[src/rtl/back_ground_draw_regions_pkg.sv]
// Shared types and colour constants for the background region painter.
package bg_draw_pkg;

    typedef enum logic [1:0] {
        ModeSolid  = 2'd0,
        ModeBlink  = 2'd1,
        ModeScroll = 2'd2,
        ModeRsvd   = 2'd3
    } mode_e;

    typedef enum logic [2:0] {
        FieldX0    = 3'd0,
        FieldX1    = 3'd1,
        FieldY0    = 3'd2,
        FieldY1    = 3'd3,
        FieldColor = 3'd4,
        FieldCtrl  = 3'd5
    } field_e;

    typedef struct packed {
        logic [10:0] x0;
        logic [10:0] x1;
        logic [10:0] y0;
        logic [10:0] y1;
        logic [7:0]  color;
        logic        en;
        mode_e       mode;
    } rect_t;

    localparam logic [7:0] BORDER_COLOR  = 8'hFC;
    localparam logic [7:0] BRACKET_COLOR = 8'hFF;
    localparam logic [7:0] DEFAULT_COLOR = 8'h58;
    localparam logic [7:0] RESET_COLOR   = 8'hFF;

    localparam rect_t RECT_CLEAR = '{
        x0: 11'd0, x1: 11'd0, y0: 11'd0, y1: 11'd0,
        color: 8'd0, en: 1'b0, mode: ModeSolid
    };

endpackage

[src/rtl/back_ground_draw_regions_if.sv]
// Region configuration write bus: valid/ready strobe with index, field and data.
interface back_ground_draw_regions_if;
    logic        cfg_valid;
    logic        cfg_ready;
    logic [2:0]  cfg_idx;
    logic [2:0]  cfg_field;
    logic [10:0] cfg_wdata;

    modport master (
        output cfg_valid, cfg_idx, cfg_field, cfg_wdata,
        input  cfg_ready
    );

    modport slave (
        input  cfg_valid, cfg_idx, cfg_field, cfg_wdata,
        output cfg_ready
    );
endinterface

[src/rtl/back_ground_draw_regions_rect_hit.sv]
// One region: bounds compare plus mode visibility, registered hit flag and colour.
module bg_rect_hit
    import bg_draw_pkg::*;
#(
    parameter int unsigned BLINK_BIT    = 4,
    parameter int unsigned STRIPE_SHIFT = 3
) (
    input  logic        clk,
    input  logic        reset,
    input  rect_t       rect,
    input  logic [10:0] pixel_x,
    input  logic [10:0] pixel_y,
    input  logic [7:0]  frame_cnt,
    output logic        hit,
    output logic [7:0]  color
);

    logic        in_x;
    logic        in_y;
    logic        visible;
    logic [10:0] scroll_pos;
    logic        hit_d;

    // Empty regions (x1<=x0 or y1<=y0) fall out of these compares naturally.
    assign in_x       = (pixel_x >= rect.x0) && (pixel_x < rect.x1);
    assign in_y       = (pixel_y >= rect.y0) && (pixel_y < rect.y1);
    assign scroll_pos = pixel_x + {3'b000, frame_cnt};

    always_comb begin
        visible = 1'b0;
        case (rect.mode)
            ModeSolid:  visible = 1'b1;
            ModeBlink:  visible = ~frame_cnt[BLINK_BIT];
            ModeScroll: visible = ~scroll_pos[STRIPE_SHIFT];
            default:    visible = 1'b0;
        endcase
        hit_d = rect.en && visible && in_x && in_y;
    end

    always_ff @(posedge clk) begin
        if (reset) begin
            hit   <= 1'b0;
            color <= 8'h00;
        end else begin
            hit   <= hit_d;
            color <= rect.color;
        end
    end

endmodule

[src/rtl/back_ground_draw_regions.sv]
// Background painter: border, brackets and programmable regions, 2-cycle pixel latency.
// Define BG_GRADIENT_EN to replace the flat default colour with a vertical gradient.
module back_ground_draw_regions
    import bg_draw_pkg::*;
#(
    parameter int unsigned X_SIZE         = 640,
    parameter int unsigned Y_SIZE         = 480,
    parameter int unsigned BRACKET_OFFSET = 10,
    parameter int unsigned NUM_RECTS      = 4,
    parameter int unsigned BLINK_BIT      = 4,
    parameter int unsigned STRIPE_SHIFT   = 3
) (
    input  logic                        clk,
    input  logic                        reset,
    input  logic [10:0]                 pixelX,
    input  logic [10:0]                 pixelY,
    input  logic                        startOfFrame,
    back_ground_draw_regions_if.slave   cfg,
    output logic [7:0]                  BG_RGB
);

    localparam logic [10:0] XMax   = 11'(X_SIZE - 1);
    localparam logic [10:0] YMax   = 11'(Y_SIZE - 1);
    localparam logic [10:0] BrLo   = 11'(BRACKET_OFFSET);
    localparam logic [10:0] BrXHi  = 11'(X_SIZE - 1 - BRACKET_OFFSET);
    localparam logic [10:0] BrYHi  = 11'(Y_SIZE - 1 - BRACKET_OFFSET);

    rect_t shadow_q [NUM_RECTS];
    rect_t shadow_d [NUM_RECTS];
    rect_t active_q [NUM_RECTS];
    logic [7:0] frame_cnt_q;
    logic       cfg_wr;

    assign cfg.cfg_ready = ~reset;
    assign cfg_wr        = cfg.cfg_valid && cfg.cfg_ready;

    always_comb begin
        shadow_d = shadow_q;
        for (int i = 0; i < int'(NUM_RECTS); i++) begin
            if (cfg_wr && (cfg.cfg_idx == 3'(i))) begin
                case (cfg.cfg_field)
                    FieldX0:    shadow_d[i].x0    = cfg.cfg_wdata;
                    FieldX1:    shadow_d[i].x1    = cfg.cfg_wdata;
                    FieldY0:    shadow_d[i].y0    = cfg.cfg_wdata;
                    FieldY1:    shadow_d[i].y1    = cfg.cfg_wdata;
                    FieldColor: shadow_d[i].color = cfg.cfg_wdata[7:0];
                    FieldCtrl: begin
                        shadow_d[i].en   = cfg.cfg_wdata[0];
                        shadow_d[i].mode = mode_e'(cfg.cfg_wdata[2:1]);
                    end
                    default: ;
                endcase
            end
        end
    end

    // Commit takes shadow_d so a write in the startOfFrame cycle lands in this frame.
    always_ff @(posedge clk) begin
        if (reset) begin
            shadow_q    <= '{default: RECT_CLEAR};
            active_q    <= '{default: RECT_CLEAR};
            frame_cnt_q <= 8'd0;
        end else begin
            shadow_q <= shadow_d;
            if (startOfFrame) begin
                active_q    <= shadow_d;
                frame_cnt_q <= frame_cnt_q + 8'd1;
            end
        end
    end

    // Stage 1: per-region hits plus frame-geometry flags.
    logic [NUM_RECTS-1:0] hit_q;
    logic [7:0]           color_q [NUM_RECTS];
    logic                 border_q;
    logic                 bracket_q;
    logic [7:0]           base_q;
    logic [7:0]           base_d;

    for (genvar g = 0; g < int'(NUM_RECTS); g++) begin : g_rect
        bg_rect_hit #(
            .BLINK_BIT    (BLINK_BIT),
            .STRIPE_SHIFT (STRIPE_SHIFT)
        ) u_hit (
            .clk       (clk),
            .reset     (reset),
            .rect      (active_q[g]),
            .pixel_x   (pixelX),
            .pixel_y   (pixelY),
            .frame_cnt (frame_cnt_q),
            .hit       (hit_q[g]),
            .color     (color_q[g])
        );
    end

`ifdef BG_GRADIENT_EN
    assign base_d = {3'b010, pixelY[8:6], pixelY[8:7]};

    always_ff @(posedge clk) begin
        if (reset) begin
            base_q <= 8'h00;
        end else begin
            base_q <= base_d;
        end
    end
`else
    assign base_d = DEFAULT_COLOR;
    assign base_q = base_d;
`endif

    always_ff @(posedge clk) begin
        if (reset) begin
            border_q  <= 1'b0;
            bracket_q <= 1'b0;
        end else begin
            border_q  <= (pixelX == 11'd0) || (pixelX == XMax) ||
                         (pixelY == 11'd0) || (pixelY == YMax);
            bracket_q <= (pixelX == BrLo) || (pixelY == BrLo) ||
                         (pixelX == BrXHi) || (pixelY == BrYHi);
        end
    end

    // Stage 2: later assignments win, so the loop order gives highest index priority.
    logic [7:0] rgb_d;
    logic [7:0] rgb_q;

    always_comb begin
        rgb_d = base_q;
        if (border_q) begin
            rgb_d = BORDER_COLOR;
        end
        if (bracket_q) begin
            rgb_d = BRACKET_COLOR;
        end
        for (int i = 0; i < int'(NUM_RECTS); i++) begin
            if (hit_q[i]) begin
                rgb_d = color_q[i];
            end
        end
    end

    always_ff @(posedge clk) begin
        if (reset) begin
            rgb_q <= RESET_COLOR;
        end else begin
            rgb_q <= rgb_d;
        end
    end

    assign BG_RGB = rgb_q;

endmodule

[src/flat_wrapper.sv]
// flat-port wrapper written by rule: the top's interface ports become plain ports
module back_ground_draw_regions_flat import bg_draw_pkg::*;
#(
    parameter int unsigned X_SIZE         = 640,
    parameter int unsigned Y_SIZE         = 480,
    parameter int unsigned BRACKET_OFFSET = 10,
    parameter int unsigned NUM_RECTS      = 4,
    parameter int unsigned BLINK_BIT      = 4,
    parameter int unsigned STRIPE_SHIFT   = 3
)
  (clk, reset, pixelX, pixelY, startOfFrame, BG_RGB, cfg_cfg_valid, cfg_cfg_idx, cfg_cfg_field, cfg_cfg_wdata, cfg_cfg_ready);
  back_ground_draw_regions_if cfg_i ();
  input  logic clk;
  input  logic reset;
  input  logic [10:0] pixelX;
  input  logic [10:0] pixelY;
  input  logic startOfFrame;
  output logic [7:0] BG_RGB;
  input wire logic [$bits(cfg_i.cfg_valid)-1:0] cfg_cfg_valid;
  input wire logic [$bits(cfg_i.cfg_idx)-1:0] cfg_cfg_idx;
  input wire logic [$bits(cfg_i.cfg_field)-1:0] cfg_cfg_field;
  input wire logic [$bits(cfg_i.cfg_wdata)-1:0] cfg_cfg_wdata;
  output wire logic [$bits(cfg_i.cfg_ready)-1:0] cfg_cfg_ready;
  assign cfg_i.cfg_valid = cfg_cfg_valid;
  assign cfg_i.cfg_idx = cfg_cfg_idx;
  assign cfg_i.cfg_field = cfg_cfg_field;
  assign cfg_i.cfg_wdata = cfg_cfg_wdata;
  assign cfg_cfg_ready = cfg_i.cfg_ready;
  back_ground_draw_regions #(.X_SIZE(X_SIZE), .Y_SIZE(Y_SIZE), .BRACKET_OFFSET(BRACKET_OFFSET), .NUM_RECTS(NUM_RECTS), .BLINK_BIT(BLINK_BIT), .STRIPE_SHIFT(STRIPE_SHIFT)) u_core (.clk(clk), .reset(reset), .pixelX(pixelX), .pixelY(pixelY), .startOfFrame(startOfFrame), .cfg(cfg_i), .BG_RGB(BG_RGB));
endmodule
[config.mk]
export PLATFORM = sky130hd
export DESIGN_NAME = back_ground_draw_regions_flat
export DESIGN_NICKNAME = d
export VERILOG_FILES = /design/src/rtl/back_ground_draw_regions_pkg.sv /design/src/rtl/back_ground_draw_regions_if.sv /design/src/rtl/back_ground_draw_regions_rect_hit.sv /design/src/rtl/back_ground_draw_regions.sv /design/src/flat_wrapper.sv
export SDC_FILE = /design/constraint.sdc
export NUM_CORES = 1
export LEC_CHECK = 0
export BUFFER_PORTS_ARGS = -buffer_cell sky130_fd_sc_hd__buf_2
export CORE_MARGIN = 2
export CORE_UTILIZATION = 65
export CTS_CLUSTER_DIAMETER = 40
export DETAILED_ROUTE_END_ITERATION = 10
export GPL_TIMING_DRIVEN = 0
export MAX_ROUTING_LAYER = met4
export PLACE_DENSITY_LB_ADDON = 0.12
export SKIP_CTS_REPAIR_TIMING = 1
export SLEW_MARGIN = 25
export SYNTH_ARGS = -nofsm -noshare
export SYNTH_HDL_FRONTEND = slang
export SYNTH_HIERARCHICAL = 1
export SYNTH_SLANG_ARGS = --single-unit
[constraint.sdc]
create_clock -name clk -period 4.87 [get_ports clk]
set_clock_uncertainty 0.15 [all_clocks]
set_input_delay 0 -clock clk [delete_from_list [all_inputs] [get_ports clk]]
set_output_delay 0 -clock clk [all_outputs]
set_load 0.05 [all_outputs]
==> results.sh <==
export IMPL_clockRootBuffer="clkbuf_16"
export IMPL_drt_wirelength_per_cell_um=21.8
export IMPL_initial_core_util_pct=65.9
export IMPL_period_minus_slack_ps=2990
export IMPL_die_w_um=186
export IMPL_path_cells="dlygate4sd3_1 > buf_2 > buf_2 > nor4b_1 > buf_2 > nand4_1 > buf_2 > mux2i_1 > a211oi_1"
export IMPL_port_buffers=42
export IMPL_crit_top_cell="buf_2"
export IMPL_whs_ps=-6.59
export IMPL_cts_max_path_buffers=3
export IMPL_worst_slew_margin_rel_pct=22.0
export IMPL_drive_gt1_share_pct=7.92
export IMPL_syn_avg_cell_area_um2=9.34
export IMPL_grt_ovfl_total=0
export IMPL_gp_congestion=0.955
export IMPL_arrival_ps=3340
export IMPL_endpoint_kind="flip-flop"
export IMPL_hold_path_class="primary input to flip-flop"
export IMPL_area_growth_syn_to_layout_pct=13.7
export IMPL_rsz0062_at_grt="false"
export IMPL_cts_made_buffers=58
export IMPL_grtUsageTotal_pct=37.4
export IMPL_slew_viol_final=0
export IMPL_syn_nets=2515
export IMPL_finalSetupViolCount=0
export IMPL_path_max_fanout=37
export IMPL_place_area_mm2=0.0222
export IMPL_detail_route_antenna_nets=0
export IMPL_cp_start_kind="primary input"
export IMPL_critical_path_slowest_cell="nor4b_1"
export IMPL_fin_tns_setup_ps=0
export IMPL_viasPerCell=6.06
export IMPL_status="finished, violations left"
export IMPL_max_cap_viol_count=0
export IMPL_dpl_hpwl_mm=42.2
export IMPL_die_y_um=186
export IMPL_die_area_mm2=0.0345
export IMPL_p_leak_nw=10.7
export IMPL_fmax_mhz=334
export IMPL_wirelength_mm=63.5
export IMPL_cts_tree="yes"
export IMPL_grt_pass1_vias=16994
export IMPL_max_vdd_ir_drop_uv=352
export IMPL_drt_pass1_iterations=5
export IMPL_cp_top_family="buffers and inverters"
export IMPL_yosys_warnings=6
export IMPL_utilization_pct=74.9
export IMPL_htree_levels=2
export IMPL_hold_viol=4
export IMPL_clk_latency_ps=600
export IMPL_final_nets=2647
export IMPL_criticalPathCategory="primary input to flip-flop"
export IMPL_powerDensity_mw_per_mm2=378
export IMPL_clock_sinks=491
export IMPL_path_clk_slew_ps=60
export IMPL_critPathBufInv=5
export IMPL_failed_checks="hold timing"
export IMPL_grt_max_degree=38
export IMPL_cp_data_required_time_ps=5220
export IMPL_min_period_over_period_pct=61.4
export IMPL_pin_count=52
export IMPL_drc=0
export IMPL_rows=66
export IMPL_syn_inst=2295
export IMPL_core_area_mm2=0.0325
export IMPL_fin_area_mm2=0.0244
export IMPL_drtIter0Drc=1299
export IMPL_grt_antenna_before_repair=1
export IMPL_max_stage_delay_ps=710
export IMPL_grt_first_pass_wirelength_mm=94.5
export IMPL_syn_area_mm2=0.0214
export IMPL_dr_total_vias=17692
export IMPL_tightest_slew_ps=1170
[area by class of cell]
class / instances / area (um^2)
diodes: 2 / 5.00
clock buffers: 76 / 1590
plain buffers: 147 / 598
multi-input cells: 1479 / 10400
repair buffers: 72 / 517
flip-flops and latches: 491 / 9830
well taps: 442 / 553
inverters: 178 / 668
clock inverters: 31 / 260
fillers: 2316 / 8160
[worst reg2reg max path: cells and delay by family (launching register included)]
| kind | cells | cell delay [ps] |
|---|---|---|
| flops | 1 | 330 |
| compound gates | 4 | 1020 |
| fa+ha+maj | 1 | 370 |
| buf+inv | 1 | 50 |
| simple gates | 1 | 280 |
[state kept, by name, indices dropped and copies added (netlist names)]
signal and count:
u_core/g_rect.u_hit/color 32, u_core/frame_cnt_q 5, u_core/active_q 220, u_core/BG_RGB 8, u_core/g_rect.u_hit/hit 4, u_core/bracket_q 1
u_core/border_q 1, u_core/shadow_q 220
[metal layers]
metal,global-route usage (%),up-vias,wire (um)
li1,-,8218,-
met1,43.0,8439,25200
met2,60.6,768,29300
met3,6.87,267,4700
met4,23.8,0,4290
met5,-,-,0
[cell usage in the layout (no fill, tap or decap), types with 34 or more instances in the layout]
master / count
dfxtp_1: 491
nor2_1: 476
a211oi_1: 230
mux2i_1: 221
inv_1: 178
ha_1: 177
clkbuf_1: 131
clkbuf_16: 59
a21oi_1: 58
buf_2: 56
nand2_1: 40
nand4_1: 34
[metrics by stage]
stage	setup slack [ps]	cells	total power [mW]	hold slack [ps]
after floorplan	3050	2295	4.77	-78.4
after global placement	2090	2779	5.05	264
after detailed placement	2010	2781	5.09	273
after CTS	2620	2888	9.18	-351
after global routing	1710	2917	9.48	5.97
final	1880	2918	9.21	-6.59
[worst paths after layout]
check,from,endpoint,slack [ps],cells past startpoint
max,reset,u_core/active_q[80]$_SDFFE_PP0P_,1880,9
min,cfg_cfg_field[0],u_core/shadow_q[153]$_SDFF_PP0_,-7,4
max reg2reg,u_core/active_q[153]$_SDFFE_PP0P_,u_core/g_rect[1].u_hit/hit$_SDFF_PP0_,2570,7
min reg2reg,u_core/active_q[58]$_SDFFE_PP0P_,u_core/g_rect[2].u_hit/color[0]$_SDFF_PP0_,320,1
[where the power goes]
| group | leakage [nW] | total [mW] | switching [mW] | internal [mW] |
|---|---|---|---|---|
| Clock | 0.904 | 4.15 | 1.77 | 2.38 |
| Combinational | 5.78 | 0.871 | 0.583 | 0.289 |
| Sequential | 4.00 | 4.18 | 0.0588 | 4.12 |
(Power assumes the default switching activity.)
